<file path="src/rtl/store_merge_unit_pkg.sv">
// rtl/store_merge_unit_pkg.sv - shared store op codes, FSM encodings and align mask
// Purpose: definitions shared by the store merge unit, its lane merger and the
//          load data interface (store codes match the load size codes).
// Ports:   none (package).
package store_merge_unit_pkg;

  localparam logic [5:0]  OP_SB = 6'd0;
  localparam logic [5:0]  OP_SH = 6'd1;
  localparam logic [5:0]  OP_SW = 6'd2;

  localparam logic [31:0] WORD_ALIGN_MASK = 32'hFFFF_FFFC;

  typedef enum logic [2:0] {
    ST_IDLE    = 3'd0,
    ST_RD_REQ  = 3'd1,
    ST_RD_WAIT = 3'd2,
    ST_WRITE   = 3'd3,
    ST_ERR     = 3'd4
  } state_t;

  // Illegal ops and misaligned halves/words are rejected without touching memory.
  function automatic logic is_bad_store(input logic [5:0] op, input logic [1:0] addr_lo);
    logic bad;
    case (op)
      OP_SB:   bad = 1'b0;
      OP_SH:   bad = addr_lo[0];
      OP_SW:   bad = (addr_lo != 2'b00);
      default: bad = 1'b1;
    endcase
    return bad;
  endfunction

endpackage

</file>
<file path="src/rtl/store_merge_unit_lane_merge.sv">
// rtl/store_merge_unit_lane_merge.sv - combinational store lane merger
// Purpose: places store data into the addressed lanes of an existing word.
// Ports:   op       - store op code (SB/SH/SW, others leave word untouched)
//          addr_lo  - byte address bits [1:0]
//          old_word - word currently in memory
//          new_data - register data (low byte/half used for SB/SH)
//          merged   - resulting word
//          be       - lanes replaced
module store_lane_merge
  import store_merge_unit_pkg::*;
(
  input  logic [5:0]  op,
  input  logic [1:0]  addr_lo,
  input  logic [31:0] old_word,
  input  logic [31:0] new_data,
  output logic [31:0] merged,
  output logic [3:0]  be
);

  always_comb begin
    merged = old_word;
    be     = 4'b0000;
    case (op)
      OP_SB: begin
        be = 4'b0001 << addr_lo;
        case (addr_lo)
          2'd0:    merged[7:0]   = new_data[7:0];
          2'd1:    merged[15:8]  = new_data[7:0];
          2'd2:    merged[23:16] = new_data[7:0];
          default: merged[31:24] = new_data[7:0];
        endcase
      end
      OP_SH: begin
        if (addr_lo[1]) begin
          be             = 4'b1100;
          merged[31:16]  = new_data[15:0];
        end else begin
          be             = 4'b0011;
          merged[15:0]   = new_data[15:0];
        end
      end
      OP_SW: begin
        be     = 4'b1111;
        merged = new_data;
      end
      default: ;
    endcase
  end

endmodule

</file>
<file path="src/rtl/store_merge_unit.sv">
// rtl/store_merge_unit.sv - store request to full-word memory write (read-modify-write for SB/SH)
// Purpose: accepts a store, reads the target word for sub-word stores, merges
//          and writes back a full word; stalls the requester until done.
// Ports:   clk, rst_n                         - clock, async active-low reset
//          st_valid/st_ready/st_op/st_addr/st_data - store request handshake
//          mem_addr, mem_rd_en, mem_rd_data, mem_rd_valid - word read port
//          mem_wr_en, mem_wr_data, mem_wr_be  - word write port
//          st_done, st_err                    - completion / error pulses
module store_merge_unit
  import store_merge_unit_pkg::*;
#(
  parameter int RD_TIMEOUT = 16
) (
  input  logic        clk,
  input  logic        rst_n,
  input  logic        st_valid,
  output logic        st_ready,
  input  logic [5:0]  st_op,
  input  logic [31:0] st_addr,
  input  logic [31:0] st_data,
  output logic [31:0] mem_addr,
  output logic        mem_rd_en,
  input  logic [31:0] mem_rd_data,
  input  logic        mem_rd_valid,
  output logic        mem_wr_en,
  output logic [31:0] mem_wr_data,
  output logic [3:0]  mem_wr_be,
  output logic        st_done,
  output logic        st_err
);

  localparam logic [7:0] TIMEOUT_LAST = 8'(RD_TIMEOUT - 1);

  state_t      state, state_nxt;
  logic [5:0]  op_q;
  logic [31:0] addr_q;
  logic [31:0] data_q;
  logic [31:0] wr_data_q;
  logic [3:0]  wr_be_q;
  logic [7:0]  cnt_q;
  logic [31:0] merged_word;
  logic [3:0]  merged_be;

  store_lane_merge u_merge (
    .op       (op_q),
    .addr_lo  (addr_q[1:0]),
    .old_word (mem_rd_data),
    .new_data (data_q),
    .merged   (merged_word),
    .be       (merged_be)
  );

  always_ff @(posedge clk or negedge rst_n) begin
    if (!rst_n) state <= ST_IDLE;
    else        state <= state_nxt;
  end

  always_comb begin
    state_nxt = state;
    st_ready  = 1'b0;
    mem_rd_en = 1'b0;
    mem_wr_en = 1'b0;
    st_done   = 1'b0;
    st_err    = 1'b0;
    case (state)
      ST_IDLE: begin
        st_ready = 1'b1;
        if (st_valid) begin
          if (is_bad_store(st_op, st_addr[1:0])) state_nxt = ST_ERR;
          else if (st_op == OP_SW)                state_nxt = ST_WRITE;
          else                                    state_nxt = ST_RD_REQ;
        end
      end
      ST_RD_REQ: begin
        mem_rd_en = 1'b1;
        // Zero-latency memories answer in the request cycle.
        state_nxt = mem_rd_valid ? ST_WRITE : ST_RD_WAIT;
      end
      ST_RD_WAIT: begin
        if (mem_rd_valid)               state_nxt = ST_WRITE;
        else if (cnt_q == TIMEOUT_LAST) state_nxt = ST_ERR;
      end
      ST_WRITE: begin
        mem_wr_en = 1'b1;
        st_done   = 1'b1;
        state_nxt = ST_IDLE;
      end
      ST_ERR: begin
        st_done   = 1'b1;
        st_err    = 1'b1;
        state_nxt = ST_IDLE;
      end
      default: state_nxt = ST_IDLE;
    endcase
  end

  // Write data/enables live in their own registers so they hold between writes.
  always_ff @(posedge clk or negedge rst_n) begin
    if (!rst_n) begin
      op_q      <= '0;
      addr_q    <= '0;
      data_q    <= '0;
      wr_data_q <= '0;
      wr_be_q   <= '0;
      cnt_q     <= '0;
    end else begin
      case (state)
        ST_IDLE: begin
          if (st_valid) begin
            op_q   <= st_op;
            addr_q <= st_addr;
            data_q <= st_data;
            if (st_op == OP_SW && st_addr[1:0] == 2'b00) begin
              wr_data_q <= st_data;
              wr_be_q   <= 4'b1111;
            end
          end
        end
        ST_RD_REQ: begin
          cnt_q <= '0;
          if (mem_rd_valid) begin
            wr_data_q <= merged_word;
            wr_be_q   <= merged_be;
          end
        end
        ST_RD_WAIT: begin
          if (mem_rd_valid) begin
            wr_data_q <= merged_word;
            wr_be_q   <= merged_be;
          end else begin
            cnt_q <= cnt_q + 8'd1;
          end
        end
        default: ;
      endcase
    end
  end

  assign mem_addr    = addr_q & WORD_ALIGN_MASK;
  assign mem_wr_data = wr_data_q;
  assign mem_wr_be   = wr_be_q;

endmodule

</file>
<file path="config.mk">
export PLATFORM = sky130hd
export DESIGN_NAME = store_merge_unit
export DESIGN_NICKNAME = d
export VERILOG_FILES = /design/src/rtl/store_merge_unit_pkg.sv /design/src/rtl/store_merge_unit_lane_merge.sv /design/src/rtl/store_merge_unit.sv
export SDC_FILE = /design/constraint.sdc
export NUM_CORES = 1
export LEC_CHECK = 0
export ABC_AREA = 1
export CELL_PAD_IN_SITES_DETAIL_PLACEMENT = 2
export CELL_PAD_IN_SITES_GLOBAL_PLACEMENT = 2
export CORE_ASPECT_RATIO = 1.1
export CORE_MARGIN = 2
export CORE_UTILIZATION = 27
export CTS_CLUSTER_SIZE = 25
export DETAILED_ROUTE_END_ITERATION = 8
export PLACE_DENSITY = 0.81
export SETUP_SLACK_MARGIN = 0.15
export SLEW_MARGIN = 0
export SYNTH_ARGS = -nofsm -noshare
export SYNTH_HDL_FRONTEND = slang
export SYNTH_HIERARCHICAL = 1
export SYNTH_SLANG_ARGS = --single-unit
</file>
<file path="constraint.sdc">
create_clock -name clk -period 1.7 [get_ports clk]
set_clock_uncertainty 0.15 [all_clocks]
set_input_delay 0.17 -clock clk [delete_from_list [all_inputs] [get_ports clk]]
set_output_delay 0.17 -clock clk [all_outputs]
set_load 0.1 [all_outputs]
</file>
==> report_table.html <==
<table>
<tr><th>Metric</th><th>Value</th></tr>
<tr><th colspan="2">Timing</th></tr>
<tr><td>Part of the cycle the worst path needs</td><td>151.0%</td></tr>
<tr><td>Setup repair after global routing missed its margin</td><td>yes</td></tr>
<tr><td>Sum of negative setup slack</td><td>-31.73 ns</td></tr>
<tr><td>Maximum clock frequency</td><td>just under 400 MHz</td></tr>
<tr><td>Slew Limit Headroom</td><td>59.09%</td></tr>
<tr><td>Hold Slack</td><td>0.08440 ns</td></tr>
<tr><td>Final hold vios</td><td>0</td></tr>
<tr><td>Number of max-slew violations in the final report</td><td>0</td></tr>
<tr><td>Fin worst setup slack</td><td>-0.8669 ns</td></tr>
<tr><td>Worst-margin pin slew</td><td>0.6118 ns</td></tr>
<tr><td>Tmin final</td><td>2.567 ns</td></tr>
<tr><td>Final count of negative-setup-slack endpoints</td><td>122</td></tr>
<tr><th colspan="2">Critical path</th></tr>
<tr><td>Category of the worst setup path capture point</td><td>flip-flop</td></tr>
<tr><td>Data required time of the worst path</td><td>1.87 ns</td></tr>
<tr><td>Critical Path End</td><td>mem_wr_data[10]$_DFFE_PN0P_</td></tr>
<tr><td>WP data arrival</td><td>2.74 ns</td></tr>
<tr><td>Destination of the worst register-to-register timing path</td><td>mem_wr_data[10]$_DFFE_PN0P_</td></tr>
<tr><td>Critical path start-end classification</td><td>reg -&gt; reg</td></tr>
<tr><td>Kind of launch point of the worst setup path</td><td>flip-flop</td></tr>
<tr><td>Reg2reg start</td><td>addr_q[0]$_DFFE_PN0P_</td></tr>
<tr><td>Max Fanout on Critical Path</td><td>7</td></tr>
<tr><td>Launch point of the worst path</td><td>addr_q[0]$_DFFE_PN0P_</td></tr>
<tr><td>Slack of the worst reg-to-reg path</td><td>-0.87 ns</td></tr>
<tr><td>Worst Reg-to-Reg Cells</td><td>11</td></tr>
<tr><th colspan="2">Power</th></tr>
<tr><td>Leak Pwr</td><td>7.219 nW</td></tr>
<tr><td>Combinational Power Share</td><td>between 70% and 80%</td></tr>
<tr><td>Power per unit of standard cell area</td><td>2400 mW/mm^2</td></tr>
<tr><td>Switching power</td><td>19.86 mW</td></tr>
<tr><td>Internal power contribution</td><td>15.67 mW</td></tr>
<tr><td>Share of power burned in registers</td><td>17.6%</td></tr>
<tr><td>Switching share of power</td><td>roughly 56%</td></tr>
<tr><td>Proportion of power drawn by the clock network</td><td>12.2%</td></tr>
<tr><td>Maximum vdd ir drop</td><td>~1700 uV</td></tr>
<tr><th colspan="2">Floorplanning</th></tr>
<tr><td>Overall die area</td><td>0.02954 mm^2</td></tr>
<tr><td>Ports placed on the boundary</td><td>~180</td></tr>
<tr><td>Num rows</td><td>64</td></tr>
<tr><td>Core area</td><td>0.02779 mm^2</td></tr>
<tr><td>Die span in x</td><td>between 150 and 200 um</td></tr>
<tr><td>Effective utilization at floorplan</td><td>27.39%</td></tr>
<tr><td>Die height</td><td>between 150 and 200 um</td></tr>
<tr><th colspan="2">Flow run</th></tr>
<tr><td>Number of maximum-capacitance violations</td><td>0</td></tr>
<tr><th colspan="2">GRT</th></tr>
<tr><td>Overall track demand over capacity in global routing</td><td>33.10%</td></tr>
<tr><td>Wire length of the first global-routing pass</td><td>72,200 um</td></tr>
<tr><td>Pin count of the biggest net entering global routing</td><td>40</td></tr>
<tr><td>GRT Residual Overflow</td><td>0</td></tr>
<tr><td>Vias in the first global route</td><td>around 11,000</td></tr>
<tr><td>Number of antenna violations at the first check in global routing</td><td>4</td></tr>
<tr><th colspan="2">Place</th></tr>
<tr><td>Count of port buffers added during placement</td><td>176</td></tr>
<tr><td>Placer congestion estimate</td><td>0.8205</td></tr>
<tr><td>Post-DP HPWL</td><td>26,520 um</td></tr>
<tr><td>Worst setup slack before clock tree synthesis</td><td>-0.2113 ns</td></tr>
<tr><th colspan="2">Synthesis</th></tr>
<tr><td>Main flop type after synthesis</td><td>dfrtp_1</td></tr>
<tr><td>Mean area per synthesized cell</td><td>6.549 um^2</td></tr>
<tr><td>Biggest area contributors in the synthesized netlist</td><td>dfrtp_1 38%, nand2_1 26%, nand3_1 7.7%, nand4_1 5.6%, inv_1 5.1%</td></tr>
<tr><td>Distinct cell type count after synthesis</td><td>26</td></tr>
<tr><td>Synth Register Bits</td><td>~120</td></tr>
<tr><td>Share of the synthesized area in the top cell type</td><td>around two fifths</td></tr>
<tr><td>Library cell with the highest instance count after synthesis</td><td>nand2_1</td></tr>
<tr><td>Number of synthesized flops with an enable pin</td><td>0</td></tr>
<tr><td>Cell taking the most area after synthesis</td><td>dfrtp_1</td></tr>
<tr><td>Leading post-synthesis cells by instance count</td><td>527 x nand2_1, 117 x dfrtp_1, 117 x nand3_1</td></tr>
<tr><td>Yosys warnings</td><td>6</td></tr>
<tr><td>Mapped cell area</td><td>0.007610 mm^2</td></tr>
<tr><td>Synthesized instance count</td><td>~1,200</td></tr>
<tr><td>Fraction of registers with async set/reset</td><td>100.0%</td></tr>
<tr><td>Share of the yosys chip area belonging to registers</td><td>slightly below 40%</td></tr>
<tr><th colspan="2">Clock tree</th></tr>
<tr><td>Clock tree root driver cell</td><td>clkbuf_16</td></tr>
<tr><td>TritonCTS Buffers</td><td>17</td></tr>
<tr><td>Number of sinks driven by the clock tree</td><td>117</td></tr>
<tr><td>Clock-pin slew on the worst setup and hold paths</td><td>0.09 ns</td></tr>
<tr><td>CTS tree</td><td>built</td></tr>
<tr><td>Worst-case clock buffer depth</td><td>2</td></tr>
<tr><td>Clock network latency to the later pin of the worst-skew pair</td><td>0.47 ns</td></tr>
<tr><td>H-tree Lvls</td><td>4</td></tr>
<tr><th colspan="2">Routing</th></tr>
<tr><td>Number of detailed-routing iterations run before antenna repair</td><td>5</td></tr>
<tr><td>Routed wirelength normalized by instance count</td><td>about 36 um</td></tr>
<tr><td>Drc violations</td><td>0</td></tr>
<tr><td>Via count of the routed design</td><td>~11,000</td></tr>
<tr><td>Total routed wirelength</td><td>around 66,000 um</td></tr>
<tr><td>Count of routing violations after the opening detailed-route iteration</td><td>882</td></tr>
<tr><td>Residual antenna-violating net count after detailed routing</td><td>0</td></tr>
<tr><td>Via density per instance</td><td>about 6.0</td></tr>
<tr><th colspan="2">Finish</th></tr>
<tr><td># nets final</td><td>~1,600</td></tr>
<tr><td>Fraction of final layout cells sized beyond drive strength 1</td><td>41.14%</td></tr>
<tr><td>Core Util, Final</td><td>53.27%</td></tr>
<tr><td>Syn-to-layout area delta</td><td>94.52%</td></tr>
<tr><th colspan="2">Worst hold path</th></tr>
<tr><td>Kind of path behind the tightest hold check</td><td>in -&gt; async</td></tr>
<tr><th colspan="2">Outcome</th></tr>
<tr><td>Result of the run</td><td>complete, but fails checks</td></tr>
<tr><td>Violations in the final reports</td><td>negative setup slack</td></tr>
</table>
## critical path, stage by stage, from the launching register on
cell and delay, ns:
dfrtp_2 0.50, buf_4 0.18, nand2_2 0.15, nand2_1 0.11, nand2_1 0.11, inv_1 0.05, nand2_1 0.08, nand4_1 0.50
nand2_1 0.26, o21ai_1 0.12, nand2_1 0.10, nand2_1 0.10
## worst min path at each step
stage / start / end / slack, ns / cells past startpoint
2_1_floorplan: rst_n / addr_q[0]$_DFFE_PN0P_ / -0.28 / 0
3_3_place_gp: rst_n / data_q[1]$_DFFE_PN0P_ / -0.01 / 1
3_5_place_dp: rst_n / data_q[1]$_DFFE_PN0P_ / -0.001 / 1
4_1_cts: rst_n / data_q[1]$_DFFE_PN0P_ / 0.09 / 2
5_1_grt: rst_n / addr_q[1]$_DFFE_PN0P_ / 0.10 / 2
6_report: rst_n / addr_q[1]$_DFFE_PN0P_ / 0.08 / 2
## flip-flops by register name, summed over array words and instances, names as in the netlist
name         count
state            3
mem_wr_data     32
data_q          32
addr_q          32
op_q             6
mem_wr_be        4
cnt_q            8
## power groups by stage
stage	sequential [mW]	combinational (mW)	clock [mW]
after global placement	5.41	16.9	0
after global routing	6.29	25.3	4.42
after CTS	5.54	19.7	4.03
after floorplan	7.56	7.98	0
after detailed placement	5.49	17.4	0
final	6.24	24.9	4.35
## stage by stage
step                      total power [mW]  area (um^2)  cells
final                                35.52        14800   1837
after global placement               22.28        10940   1703
after detailed placement             22.84        10940   1703
after global routing                 35.99        14800   1836
after floorplan                      15.54         7645   1163
after CTS                            29.28        12800   1784
## kinds of logic (layout without fill, tap and decap cells)
group,count (synthesis),count (layout),synth area share [%]
AOI/OAI and AO/OA,58,58,3.996
xor gates and xnor gates,1,1,0.1151
DFF,117,117,38.47
other,1,3,0.04928
buffers and inverters,208,518,13.56
adders and majority gates,1,1,0.1644
and+or+nand+nor,776,776,43.64
## final cells by class
cell class                 instances  area [um^2]
antenna                            1        2.502
clock buffer                      17        425.4
clock inverter                    15        193.9
fill                            2840        12980
inverter                         110        455.4
multi-input combinational        838         5019
sequential                       117         2937
tap                              363        454.2
timing repair buffer             376         5316
## layer usage
metal  track usage (%)  vias to the layer above  part of all wire [%]
li1                  -                     4248                     -
met1             35.13                     5529                    34
met2             58.85                      791                    49
met3             7.020                      411                   7.4
met4             20.74                        4                    10
met5            0.5051                        -                 0.032
## placed cells by master (no fill, tap or decap), drive strengths merged
cell and count:
clkdlybuf4s50 104, o21ai 48, nand3 122, ha 1
conb 2, nand4 68, clkinvlp 4, clkbuf 32
bufbuf 1, nor2 53, dlygate4sd3 1, bufinv 3
dfrtp 117, o21bai 1, a21oi 4, o22ai 1
xor2 1, nand2 533, o211ai 4, buf 255
clkinv 5, inv 113, diode 1
## what timing repair did
| item | in CTS | in global routing |
|---|---|---|
| gates cloned | 15 | 16 |
| endpoints found under the hold margin | 92 | 0 |
| setup endpoints to repair | 118 | 122 |
| gates resized for setup | 159 | 376 |
| hold buffers | 1 | 0 |
| pin swaps | 71 | 126 |
| buffers inserted | 33 | 37 |
Power figures use the tool's default switching activity.
